**src/rtl/buzzer_tone_arbiter_pkg.sv**
```systemverilog
// Shared types and constants for the buzzer tone arbiter.
//  - state_t      : arbiter FSM states
//  - REQ_*        : requester indices (bit position in REQ/GNT/PEND)
//  - HALF_P*_DEF  : default note half-periods at 50 MHz
//  - top_req()    : fixed-priority encoder, bit 2 highest
package buzzer_pkg;

   typedef enum logic [1:0] {IDLE, PLAY, GAP} state_t;

   localparam int NUM_REQ  = 3;
   localparam int REQ_HIT  = 0;
   localparam int REQ_DIR  = 1;
   localparam int REQ_WRAP = 2;

   localparam int HALF_P0_DEF = 56_818;     // LA 440 Hz
   localparam int HALF_P1_DEF = 95_555;     // DO 261.63 Hz
   localparam int HALF_P2_DEF = 37_921;     // MI 659.25 Hz
   localparam int DUR_CYC_DEF = 12_500_000; // 250 ms
   localparam int GAP_CYC_DEF = 2_500_000;  // 50 ms

   function automatic int max2(input int a, input int b);
      return (a > b) ? a : b;
   endfunction

   // Index of the highest set bit; 0 when nothing is set (callers gate on |r).
   function automatic logic [1:0] top_req(input logic [NUM_REQ-1:0] r);
      if (r[REQ_WRAP])     return 2'(REQ_WRAP);
      else if (r[REQ_DIR]) return 2'(REQ_DIR);
      else                 return 2'(REQ_HIT);
   endfunction

endpackage

```
**src/rtl/buzzer_tone_arbiter_if.sv**
```systemverilog
// Requester/buzzer bus for the tone arbiter.
//  EN        : 1 = buzzer enabled, 0 = mute and flush
//  REQ[2:0]  : one-cycle request pulses, bit 2 highest priority
//  GNT[2:0]  : one-cycle one-hot grant pulse
//  ACTIVE_ID : requester currently playing
//  BUSY      : high in PLAY or GAP
//  BUZZER    : square-wave drive to the passive buzzer
// master = event logic side, slave = arbiter side.
interface buzzer_tone_arbiter_if;
   logic       EN;
   logic [2:0] REQ;
   logic [2:0] GNT;
   logic [1:0] ACTIVE_ID;
   logic       BUSY;
   logic       BUZZER;

   modport master (output EN, REQ, input GNT, ACTIVE_ID, BUSY, BUZZER);
   modport slave  (input EN, REQ, output GNT, ACTIVE_ID, BUSY, BUZZER);
endinterface

```
**src/rtl/buzzer_tone_arbiter_tone_divider.sv**
```systemverilog
// Square-wave generator: toggles WAVE every HALF_P cycles while RUN is high.
// CLR has priority and forces counter and WAVE to 0 (phase restart, output low).
//  CLK, RST_N : clock, async active-low reset
//  CLR        : synchronous clear
//  RUN        : count enable
//  HALF_P     : half-period in cycles (>= 1)
//  WAVE       : registered square wave
module tone_divider #(
   parameter int W = 18
) (
   input  logic         CLK,
   input  logic         RST_N,
   input  logic         CLR,
   input  logic         RUN,
   input  logic [W-1:0] HALF_P,
   output logic         WAVE
);

   logic [W-1:0] cnt;

   always_ff @(posedge CLK or negedge RST_N) begin
      if (!RST_N) begin
         cnt  <= '0;
         WAVE <= 1'b0;
      end else if (CLR) begin
         cnt  <= '0;
         WAVE <= 1'b0;
      end else if (RUN) begin
         if (cnt == HALF_P - W'(1)) begin
            cnt  <= '0;
            WAVE <= ~WAVE;
         end else begin
            cnt <= cnt + W'(1);
         end
      end
   end

endmodule

```
**src/rtl/buzzer_tone_arbiter.sv**
```systemverilog
// Fixed-priority arbiter sharing one passive buzzer between three tone requesters.
// Winner plays its note for DUR_CYC cycles, then a GAP_CYC silent gap; lower-priority
// requests arriving meanwhile are held one-deep in PEND, higher ones preempt.
//  CLK, RST_N : clock, async active-low reset
//  bus        : slave side of buzzer_tone_arbiter_if (EN, REQ in; GNT, ACTIVE_ID, BUSY, BUZZER out)
module buzzer_tone_arbiter
   import buzzer_pkg::*;
#(
   parameter int HALF_P0 = HALF_P0_DEF,
   parameter int HALF_P1 = HALF_P1_DEF,
   parameter int HALF_P2 = HALF_P2_DEF,
   parameter int DUR_CYC = DUR_CYC_DEF,
   parameter int GAP_CYC = GAP_CYC_DEF
) (
   input  logic CLK,
   input  logic RST_N,
   buzzer_tone_arbiter_if.slave bus
);

   localparam int TW = $clog2(max2(HALF_P0, max2(HALF_P1, HALF_P2))) + 1;
   localparam int CW = $clog2(max2(DUR_CYC, GAP_CYC)) + 1;

   state_t              state;
   logic [NUM_REQ-1:0]  pend, gnt;
   logic [1:0]          active_id;
   logic                busy;
   logic [CW-1:0]       cnt;      // shared duration / gap counter
   logic                wave;
   logic [TW-1:0]       half_sel;

   logic [NUM_REQ-1:0]  req_all;
   logic [1:0]          win_all, win_req;
   logic [NUM_REQ-1:0]  oh_all, oh_req;
   logic                preempt, rearm, play_end, tone_clr;

   assign req_all = pend | bus.REQ;
   assign win_all = top_req(req_all);
   assign win_req = top_req(bus.REQ);
   assign oh_all  = NUM_REQ'(1) << win_all;
   assign oh_req  = NUM_REQ'(1) << win_req;

   // Pending bits are always below ACTIVE_ID during PLAY, so only live REQ can
   // preempt or re-arm.
   assign preempt  = (state == PLAY) && (|bus.REQ) && (win_req > active_id);
   assign rearm    = (state == PLAY) && (|bus.REQ) && (win_req == active_id);
   assign play_end = (state == PLAY) && !preempt && !rearm && (cnt == CW'(DUR_CYC - 1));

   // Any grant, note end, mute or non-PLAY state forces the wave low and restarts its phase.
   assign tone_clr = !bus.EN || (state != PLAY) || preempt || play_end;

   always_comb begin
      half_sel = TW'(HALF_P0);
      case (active_id)
         2'(REQ_DIR):  half_sel = TW'(HALF_P1);
         2'(REQ_WRAP): half_sel = TW'(HALF_P2);
         default:      half_sel = TW'(HALF_P0);
      endcase
   end

   tone_divider #(.W(TW)) u_tone (
      .CLK    (CLK),
      .RST_N  (RST_N),
      .CLR    (tone_clr),
      .RUN    (state == PLAY),
      .HALF_P (half_sel),
      .WAVE   (wave)
   );

   always_ff @(posedge CLK or negedge RST_N) begin
      if (!RST_N) begin
         state     <= IDLE;
         pend      <= '0;
         gnt       <= '0;
         active_id <= '0;
         busy      <= 1'b0;
         cnt       <= '0;
      end else begin
         gnt <= '0;
         if (!bus.EN) begin
            state <= IDLE;
            pend  <= '0;
            busy  <= 1'b0;
            cnt   <= '0;
         end else begin
            case (state)
               IDLE: begin
                  if (|req_all) begin
                     state     <= PLAY;
                     busy      <= 1'b1;
                     gnt       <= oh_all;
                     active_id <= win_all;
                     pend      <= req_all & ~oh_all;
                     cnt       <= '0;
                  end
               end
               PLAY: begin
                  if (preempt) begin
                     // Preempted requester is dropped; other live bits still pend.
                     gnt       <= oh_req;
                     active_id <= win_req;
                     pend      <= pend | (bus.REQ & ~oh_req);
                     cnt       <= '0;
                  end else if (rearm) begin
                     pend <= pend | (bus.REQ & ~oh_req);
                     cnt  <= '0;
                  end else begin
                     pend <= pend | bus.REQ;
                     if (play_end) begin
                        state <= GAP;
                        cnt   <= '0;
                     end else begin
                        cnt <= cnt + CW'(1);
                     end
                  end
               end
               GAP: begin
                  pend <= pend | bus.REQ;
                  if (cnt == CW'(GAP_CYC - 1)) begin
                     state <= IDLE;
                     busy  <= 1'b0;
                     cnt   <= '0;
                  end else begin
                     cnt <= cnt + CW'(1);
                  end
               end
               default: state <= IDLE;
            endcase
         end
      end
   end

   assign bus.GNT       = gnt;
   assign bus.ACTIVE_ID = active_id;
   assign bus.BUSY      = busy;
   assign bus.BUZZER    = wave;

endmodule

```
**src/flat_wrapper.sv**
```systemverilog
// flat-port wrapper written by rule: the top's interface ports become plain ports
module buzzer_tone_arbiter_flat import buzzer_pkg::*;
#(
   parameter int HALF_P0 = HALF_P0_DEF,
   parameter int HALF_P1 = HALF_P1_DEF,
   parameter int HALF_P2 = HALF_P2_DEF,
   parameter int DUR_CYC = DUR_CYC_DEF,
   parameter int GAP_CYC = GAP_CYC_DEF
)
  (CLK, RST_N, bus_EN, bus_REQ, bus_GNT, bus_ACTIVE_ID, bus_BUSY, bus_BUZZER);
  buzzer_tone_arbiter_if bus_i ();
  input  logic CLK;
  input  logic RST_N;
  input wire logic [$bits(bus_i.EN)-1:0] bus_EN;
  input wire logic [$bits(bus_i.REQ)-1:0] bus_REQ;
  output wire logic [$bits(bus_i.GNT)-1:0] bus_GNT;
  output wire logic [$bits(bus_i.ACTIVE_ID)-1:0] bus_ACTIVE_ID;
  output wire logic [$bits(bus_i.BUSY)-1:0] bus_BUSY;
  output wire logic [$bits(bus_i.BUZZER)-1:0] bus_BUZZER;
  assign bus_i.EN = bus_EN;
  assign bus_i.REQ = bus_REQ;
  assign bus_GNT = bus_i.GNT;
  assign bus_ACTIVE_ID = bus_i.ACTIVE_ID;
  assign bus_BUSY = bus_i.BUSY;
  assign bus_BUZZER = bus_i.BUZZER;
  buzzer_tone_arbiter #(.HALF_P0(HALF_P0), .HALF_P1(HALF_P1), .HALF_P2(HALF_P2), .DUR_CYC(DUR_CYC), .GAP_CYC(GAP_CYC)) u_core (.CLK(CLK), .RST_N(RST_N), .bus(bus_i));
endmodule
```
**config.mk**
```make
export PLATFORM = sky130hd
export DESIGN_NAME = buzzer_tone_arbiter_flat
export DESIGN_NICKNAME = d
export VERILOG_FILES = /design/src/rtl/buzzer_tone_arbiter_pkg.sv /design/src/rtl/buzzer_tone_arbiter_if.sv /design/src/rtl/buzzer_tone_arbiter_tone_divider.sv /design/src/rtl/buzzer_tone_arbiter.sv /design/src/flat_wrapper.sv
export SDC_FILE = /design/constraint.sdc
export NUM_CORES = 1
export LEC_CHECK = 0
export CAP_MARGIN = 40
export CORE_UTILIZATION = 50
export CTS_BUF_LIST = sky130_fd_sc_hd__clkbuf_8 sky130_fd_sc_hd__clkbuf_16
export CTS_CLUSTER_DIAMETER = 60
export CTS_CLUSTER_SIZE = 16
export DETAILED_ROUTE_END_ITERATION = 12
export HOLD_SLACK_MARGIN = 0.15
export PLACE_DENSITY = 0.7
export SYNTH_ARGS = -nofsm -noshare
export SYNTH_HDL_FRONTEND = slang
export SYNTH_SLANG_ARGS = --single-unit
export TNS_END_PERCENT = 50
```
**constraint.sdc**
```tcl
create_clock -name CLK -period 2.95 [get_ports CLK]
set_input_delay 0.295 -clock CLK [delete_from_list [all_inputs] [get_ports CLK]]
set_output_delay 0.295 -clock CLK [all_outputs]
set_load 0.1 [all_outputs]
```
* Yosys cells after proc, flatten, opt, wreduce, memory -nomap -nowiden
Cells that the tools add are included.
** Cells by class
- Reductions and logical operators :: 23
- Add/sub/neg operators :: 3
- Equal/unequal tests :: 18
- Order comparisons :: 1
- Bitwise gates (word level) :: 7
- Multiplexer cells :: 41
- Shift operators :: 2
** Operator list (number)
- 25-bit two-way mux :: 6
- 25-bit case mux with 3 select lines :: 1
- 18-bit two-way mux :: 3
- 17-bit case mux with 2 select lines :: 1
- 25-bit by 1-bit adder with 25-bit output (second input constant) :: 1
- 25-bit by 22-bit == test with 1-bit output (second input constant) :: 1
- 25-bit by 24-bit == test with 1-bit output (second input constant) :: 1
- 3-bit two-way mux :: 7
- 2-bit two-way mux :: 10
- 18-bit by 1-bit adder with 18-bit output (second input constant) :: 1
- 18-bit == test :: 1
- 18-bit by 1-bit subtractor with 18-bit output (second input constant) :: 1
- 3-bit by 2-bit inequality test with 1-bit output (second input constant) :: 3
- 3-bit case mux with 3 select lines :: 1
- 1-bit two-way mux :: 8
- 3-bit bitwise AND :: 2
- 1-bit logical AND :: 6
- 2-bit by 1-bit inequality test with 1-bit output (second input constant) :: 3
- 3-bit inequality test (second input constant) :: 2
- 3-bit NOT :: 2
- 3-bit OR :: 2
- 2-bit case mux with 3 select lines :: 1
- 3-bit case mux with 2 select lines :: 1
- 2-bit nonzero test :: 3
- other kinds (18) :: 27
** Word-level totals
- Bits of input ports :: 6
- Output and inout port bits :: 7
- Logic and storage cells :: 103
- Bits in registers :: 55

* Longest topological paths before layout
Gate-level depths: netlist of the first run.
- Depth in word-level cells :: 13
- Gate-level depth with buffers :: 10
- Mapped depth without buffers :: 8

* Modules after synthesis
From an unflattened synthesis of the first run, not the netlist that was laid out.
** Unflattened totals
- Cells, all modules :: 528
- Area total of the unflattened synthesis :: 4473.0 um^2
** By module, submodules not included
- buzzer_tone_arbiter :: area each 2677.6 um^2, cells an instance 324, instances 1
- tone_divider :: area each 1795.5 um^2, cells an instance 204, instances 1

* Least setup slack after synthesis of the first run
OpenSTA, ideal clock, no wires.
- Path type :: register -> register
- Start point :: reg u_core.active_id[0], in the netlist u_core.bus.ACTIVE_ID[0]
- End point :: reg u_core.u_tone.cnt[2]
- Required time :: 2.831 ns
- Setup slack :: -0.214 ns
- Stages on the path, launching flop included :: 10
- Arrival :: 3.045 ns
- Path buffers :: 1
- Setup time :: 0.119 ns
- Period minus slack after synthesis :: 3.164 ns
- Cells stage by stage :: dfrtp_1 inv_1 ha_1 or4_1 nor2_1 a31oi_1 or4_1 nand3b_2 buf_4 nor2_1
** Between the ends
- Cells in the longest elaborated chain, start to end :: 8
- Elaborated cells between the ends (all ways) :: 20
- Classes of those cells :: add/sub (1); order compare (1); eq/ne (4); mux (4); reduce/logical (10)
** Ends and longest elaborated chain
- start: declaration :: line buzzer_tone_arbiter.sv:25 : logic [1:0] active_id;
- start signal: assignment :: line buzzer_tone_arbiter.sv:91 : active_id <= win_all;
- start signal: assignment :: line buzzer_tone_arbiter.sv:100 : active_id <= win_req;
- parallel branches: the longest is 8 deep, another holds 18-bit by 1-bit subtractor with 18-bit output
- end signal: assignment :: line buzzer_tone_arbiter_tone_divider.sv:33 : cnt <= cnt + W'(1);
- end: declaration :: line buzzer_tone_arbiter_tone_divider.sv:19 : logic [W-1:0] cnt;
Parallel ways; which one is timed is not known. The select of a mux whose other input is x is not followed.
A chain may end at the register's enable or synchronous reset.

* Final worst setup path of the first run
- Start point :: reg u_core.cnt[5]
- End point :: reg u_core.cnt[6]
** Between the ends
- Cells in the longest elaborated chain, start to end :: 7
- Elaborated cells between the ends (all ways) :: 10
- Classes of those cells :: add/sub (1); eq/ne (2); mux (6); reduce/logical (1)
** Ends and longest elaborated chain
- start: declaration :: line buzzer_tone_arbiter.sv:27 : logic [CW-1:0] cnt;
- start signal: assignment :: line buzzer_tone_arbiter.sv:112 : cnt <= cnt + CW'(1);
- start signal: assignment :: line buzzer_tone_arbiter.sv:123 : cnt <= cnt + CW'(1);
- parallel branches: the longest is 5 deep, another holds 25-bit by 1-bit adder with 25-bit output
- 25-bit case mux with 3 select lines * :: line buzzer_tone_arbiter.sv:85 : case (state)
- 25-bit two-way mux * :: line buzzer_tone_arbiter.sv:79 : if (!bus.EN) begin
Mark *: on every way between the ends.

==> impl_metrics.env, run 1 <==
export IMPL_hold_class="in -> async"
export IMPL_clockBufferDepth=2
export IMPL_routabilityCongestion=0.851
export IMPL_final_core_util_pct=59.2
export IMPL_initial_core_util_pct=52.8
export IMPL_syn_avg_cell_area_sq_um=9.03
export IMPL_wl_met2_um=3070
export IMPL_die_area_sq_um=6720
export IMPL_vias=2661
export IMPL_area_growth_pct=12.1
export IMPL_yosys_area_top_type_share_pct=43.0
export IMPL_io_pins=13
export IMPL_yosysMostFrequentCell="nor2_1"
export IMPL_synth_cell_types=52
export IMPL_drt_pass1_iterations=4
export IMPL_grt_pass1_wl_um=11500
export IMPL_multi_input_area_sq_um=1730
export IMPL_max_freq_mhz=373
export IMPL_rows=28
export IMPL_cts_root_buffer="clkbuf_8"
export IMPL_cts_made_buffers=5
export IMPL_synthArstFlopShare_pct=100
export IMPL_synthTopCellsByArea="dfrtp_1 (43%), nor2_1 (6.8%), xor2_1 (5.5%), ha_1 (4.7%), nand3_1 (3.3%)"
export IMPL_place_inst=445
export IMPL_h_tree_depth=2
export IMPL_die_y_um=82.0
export IMPL_ys_warnings_count=0
export IMPL_ir_drop_v=0.000463
export IMPL_synth_nets=372
export IMPL_path_buf_inv=0
export IMPL_crit_arrival_ps=2880
export IMPL_path_cells="or4_1 -> nor4_2 -> nand4_1 -> a2bb2oi_4 -> nor2_1 -> a221o_1"
export IMPL_cpPeakStageDelay_ps=570
export IMPL_grt_usage_pct=22.1
export IMPL_cp_max_fo=14
export IMPL_clkTransAtPathRegs_ps=100
export IMPL_period_minus_slack_ps=2680
export IMPL_die_x_um=82.0
export IMPL_viasPerCell=5.86
export IMPL_ys_ff_latch=55
export IMPL_tightest_slew_ps=535
export IMPL_drt_met1_wl_um=3310
export IMPL_fillers=518
export IMPL_fin_worst_hold_slack_ps=454
export IMPL_clock_skew_ps=12.6
export IMPL_core_area_sq_um=6060
export IMPL_startpoint_type="register"
export IMPL_netlist_instances=354
export IMPL_fin_setup_tns_ps=0
export IMPL_slew_violations=0
export IMPL_rsz0062_at_grt="false"
export IMPL_cts_tree="done"
export IMPL_antenna_found_initial=0
export IMPL_cp_top_family="simple AND/OR/NAND/NOR gates"
export IMPL_status="completed"
export IMPL_relSlewSlack_pct=63.4
export IMPL_max_cap_violations=0
export IMPL_wl_met3_um=196
export IMPL_synth_edff_count=0
export IMPL_p_per_area_nw_per_um2=681
export IMPL_clkLatencyLatePin_ps=310
export IMPL_ff_latch_area_sq_um=1380
export IMPL_worst_ep_required_time_ps=3140
export IMPL_grt_pass1_vias=2524
export IMPL_yosys_top_cells_count="nor2_1 (58), dfrtp_1 (55), nand2_1 (26)"
export IMPL_leakage_nw=1.52
export IMPL_gr_total_overflow=0
export IMPL_drtIter0Drc=88
export IMPL_drive_gt1_share_pct=10.6
export IMPL_endpoint_kind="register"
export IMPL_grt_max_degree=21
export IMPL_hold_viol=0
export IMPL_io_buffers=12
export IMPL_netlist_area_sq_um=3200
export IMPL_critical_path_class="reg -> reg"
export IMPL_seq_area_frac_synth_pct=43.0
export IMPL_setup_viol_count_final=0
export IMPL_top_layer="met4"
export IMPL_antenna_left=0
export IMPL_routed_wl_um=6670
export IMPL_final_cells=454
export IMPL_drc_errors=0
export IMPL_clock_sinks=55
export IMPL_yosys_area_top_type="dfrtp_1"
export IMPL_yosys_most_used_dff="dfrtp_1"
export IMPL_fin_nets=396
export IMPL_routedWlPerCell_um=14.7
export IMPL_finalCritPeriodShare_pct=90.9
export IMPL_n_antenna_cell=0
export IMPL_cp_slowest_cell="or4_1"
export IMPL_post_dp_hpwl_um=4850
cell type report:
cell class	count	area share, %
clock buffers	5	1.92
well taps	75	2.62
repair buffers	26	5.65
inverters	12	1.26
multi-input cells	278	48.2
clock inverters	3	1.88
flip-flops and latches	55	38.5
path summary, 6_finish.rpt:
check                                           startpoint                          endpoint  slack (ps)  cells after the start
worst max-delay path             u_core.cnt[5]$_DFFE_PN0P_         u_core.cnt[6]$_DFFE_PN0P_         270                      6
worst min-delay path                                 RST_N  u_core.u_tone.cnt[9]$_DFFE_PN0P_         450                      2
worst max register to register   u_core.cnt[5]$_DFFE_PN0P_         u_core.cnt[6]$_DFFE_PN0P_         270                      6
worst min register to register  u_core.cnt[24]$_DFFE_PN0P_        u_core.cnt[24]$_DFFE_PN0P_         540                      2
max in group asynchronous                            RST_N        u_core.cnt[18]$_DFFE_PN0P_        1860                      3
min in group CLK                u_core.cnt[24]$_DFFE_PN0P_        u_core.cnt[24]$_DFFE_PN0P_         540                      2
stage by stage:
stage | worst slack (ps) | instance area (sq um) | power, W
after global routing | 81.9 | 3590 | 0.00261
after CTS | 213 | 3580 | 0.00245
final | 268 | 3590 | 0.00244
after global placement | 172 | 3430 | 0.00185
after detailed placement | 168 | 3440 | 0.00186
after floorplan | 103 | 3200 | 0.00161
sequential cells by signal (all words and copies together), names as in the netlist:
signal,count
u_core.cnt,25
u_core.bus.ACTIVE_ID,2
u_core.state,2
u_core.u_tone.cnt,18
u_core.pend,3
u_core.bus.BUSY,1
u_core.u_tone.WAVE,1
u_core.bus.GNT,3
per-layer routing:
| metal | GRT usage [%] | up-vias |
|---|---|---|
| li1 | - | 1305 |
| met1 | 29.4 | 1290 |
| met2 | 36.3 | 55 |
| met3 | 4.00 | 11 |
| met4 | 7.02 | 0 |
| met5 | 0 | - |
cell families after synthesis:
| logic type | share of synthesized area [%] |
|---|---|
| buf+inv | 2.93 |
| mux | 1.68 |
| fa+ha+maj | 4.69 |
| xor+xnor | 8.76 |
| flops | 43.0 |
| compound gates | 13.1 |
| simple gates | 25.8 |
placed cells by master, fill, tap and decap left out, types with 13 or more instances in the layout:
cell	count
nor3_1	14
buf_4	19
dfrtp_1	53
a21oi_1	15
xor2_1	20
o21ai_0	13
nand2_1	26
nor2_1	58
nand3_1	21
report_power, final:
group	switching (W)	internal, W
Combinational	0.000649	0.000339
Clock	0.000244	0.000338
Sequential	0.0000617	0.000811
timing repair:
action	in CTS	in global routing
hold buffers	1	0
buffers inserted	0	0
gates resized for setup	0	1
endpoints found under the hold margin	18	0
endpoints found under the setup margin	0	1
Note: power is estimated with default switching activity, not from simulation.
==> run 2, diff against run 1 <==
--- a/config.mk
+++ b/config.mk
@@ -6,13 +6,15 @@
 export NUM_CORES = 1
 export LEC_CHECK = 0
 export CAP_MARGIN = 40
-export CORE_UTILIZATION = 50
+export CORE_MARGIN = 1.5
+export CORE_UTILIZATION = 35
 export CTS_BUF_LIST = sky130_fd_sc_hd__clkbuf_8 sky130_fd_sc_hd__clkbuf_16
 export CTS_CLUSTER_DIAMETER = 60
 export CTS_CLUSTER_SIZE = 16
 export DETAILED_ROUTE_END_ITERATION = 12
 export HOLD_SLACK_MARGIN = 0.15
-export PLACE_DENSITY = 0.7
+export PLACE_DENSITY = 0.53
+export REMOVE_ABC_BUFFERS = 1
 export SYNTH_ARGS = -nofsm -noshare
 export SYNTH_HDL_FRONTEND = slang
 export SYNTH_SLANG_ARGS = --single-unit
==> run 2 against run 1 <==
  * Total power is 2.4% lower
  * Clock skew is 7.1 ps higher
  * Sequential share of layout area shrank 0.35 points
  * Combinational power decreased by 0.9%
  * Largest power group unchanged
  * Core utilization is 18 points lower
  * Setup slack improved by 41 ps
  * Largest cell class unchanged
  * Cell area up 0.73%
  * Critical endpoint is now u_core.u_tone.WAVE$_DFFE_PN0P_
==> impl_metrics.env, run 2 (synthesis gave the netlist of run 1 again) <==
export IMPL_status="completed"
export IMPL_drtIter0Drc=98
export IMPL_drt_pass1_iterations=6
export IMPL_io_pins=13
export IMPL_max_freq_mhz=379
export IMPL_cpPeakStageDelay_ps=630
export IMPL_post_place_ws_ps=168
export IMPL_die_y_um=98.6
export IMPL_clkLatencyLatePin_ps=310
export IMPL_cp_slowest_cell="or4_1"
export IMPL_area_growth_pct=12.9
export IMPL_vias=2598
export IMPL_grt_pass1_vias=2490
export IMPL_cts_tree="done"
export IMPL_cp_top_family="simple AND/OR/NAND/NOR gates"
export IMPL_grt_usage_pct=14.8
export IMPL_fillers=876
export IMPL_rsz0062_at_grt="false"
export IMPL_viasPerCell=5.35
export IMPL_biggestRegsByFlops="u_core.cnt x25, u_core.u_tone.cnt x18"
export IMPL_period_minus_slack_ps=2640
export IMPL_antenna_left=0
export IMPL_core_area_sq_um=8810
export IMPL_h_tree_depth=2
export IMPL_multi_input_area_sq_um=1740
export IMPL_fin_nets=395
export IMPL_max_cap_violations=0
export IMPL_setup_slack_ps=309
export IMPL_crit_arrival_ps=2860
export IMPL_hold_viol=0
export IMPL_postCtsSetupBuffers=0
export IMPL_clock_sinks=55
export IMPL_initial_core_util_pct=36.3
export IMPL_leakage_nw=1.51
export IMPL_gr_total_overflow=0
export IMPL_io_buffers=12
export IMPL_routedWlPerCell_um=14.3
export IMPL_drive_gt1_share_pct=9.52
export IMPL_cp_max_fo=6
export IMPL_rows=34
export IMPL_clkTransAtPathRegs_ps=110
export IMPL_antenna_found_initial=0
export IMPL_cts_root_buffer="clkbuf_8"
export IMPL_critical_path_class="reg -> reg"
export IMPL_final_cells=486
export IMPL_cts_made_buffers=5
export IMPL_grt_max_degree=32
export IMPL_setup_viol_count_final=0
export IMPL_most_common_layout_cells="nor2_1 (58), dfrtp_1 (55), nand2_1 (26)"
export IMPL_largest_register_ffs=25
export IMPL_n_antenna_cell=0
export IMPL_slew_violations=0
export IMPL_tightest_slew_ps=505
export IMPL_clockBufferDepth=2
export IMPL_critPathMostFrequentCell="or4_1"
export IMPL_max_flop_register="u_core.cnt"
export IMPL_routed_wl_um=6950
export IMPL_endpoint_kind="register"
export IMPL_relSlewSlack_pct=65.5
export IMPL_worst_ep_required_time_ps=3170
export IMPL_path_cells="inv_1 -> ha_1 -> or4_1 -> nor2_1 -> a31oi_1 -> or4_1 -> xor2_1 -> nor3b_1"
export IMPL_p_per_area_nw_per_um2=660
export IMPL_post_dp_hpwl_um=4980
export IMPL_routabilityCongestion=0.812
export IMPL_drc_errors=0
export IMPL_fin_worst_hold_slack_ps=354
export IMPL_grt_pass1_wl_um=11900
export IMPL_hold_class="in -> async"
export IMPL_place_inst=477
export IMPL_ir_drop_v=0.000222
export IMPL_layout_cells_most_common="nor2_1"
export IMPL_ff_latch_area_sq_um=1380
export IMPL_finalCritPeriodShare_pct=89.5
export IMPL_die_x_um=98.6
export IMPL_die_area_sq_um=9720
export IMPL_startpoint_type="register"
export IMPL_path_buf_inv=1
export IMPL_clock_skew_ps=19.7
[run 2: worst paths after layout]
kind,start,endpoint,slack (ps),cells past startpoint
setup / recovery,u_core.bus.ACTIVE_ID[0]$_DFFE_PN0P_,u_core.u_tone.WAVE$_DFFE_PN0P_,310,8
hold / removal,RST_N,u_core.u_tone.cnt[0]$_DFFE_PN0P_,350,2
setup reg to reg,u_core.bus.ACTIVE_ID[0]$_DFFE_PN0P_,u_core.u_tone.WAVE$_DFFE_PN0P_,310,8
hold reg to reg,u_core.u_tone.cnt[17]$_DFFE_PN0P_,u_core.u_tone.cnt[17]$_DFFE_PN0P_,560,2
max in group asynchronous,RST_N,u_core.cnt[23]$_DFFE_PN0P_,1910,3
min in group CLK,u_core.u_tone.cnt[17]$_DFFE_PN0P_,u_core.u_tone.cnt[17]$_DFFE_PN0P_,560,2
[run 2: where the power goes]
part	leakage (nW)	switching [W]	internal, W
registers	0.758	0.0000638	0.000808
clock network	0.0618	0.000254	0.000280
logic	0.691	0.000646	0.000333
[run 2: final cells by class]
type | count | share of cell area [%]
Multi-Input combinational cell | 278 | 48.1
Tap cell | 108 | 3.74
Inverter | 12 | 1.25
Clock buffer | 6 | 2.29
Timing Repair Buffer | 25 | 5.47
Clock inverter | 2 | 1.07
Sequential cell | 55 | 38.1
[run 2: through the flow]
stage / total power [W] / util [%] / TNS, ps / cell area [sq um]
global placement: 0.00186 / 39.4 / 0 / 3470
CTS: 0.00241 / 40.9 / 0 / 3600
floorplan: 0.00158 / - / -3060 / 3150
global route: 0.00255 / 41.0 / 0 / 3610
detailed placement: 0.00187 / 39.4 / 0 / 3470
finish: 0.00238 / 41.0 / 0 / 3610
[run 2: timing repair]
action | in CTS | in global routing
resized for setup | 0 | 1
hold buffers | 1 | 0
hold endpoints to repair | 24 | 0
endpoints found under the setup margin | 0 | 1
[run 2: layer usage]
layer	track usage, %	routed length [um]
met1	20.7	3470
met3	2.20	261
met5	0	0
met2	24.7	3160
met4	3.08	58
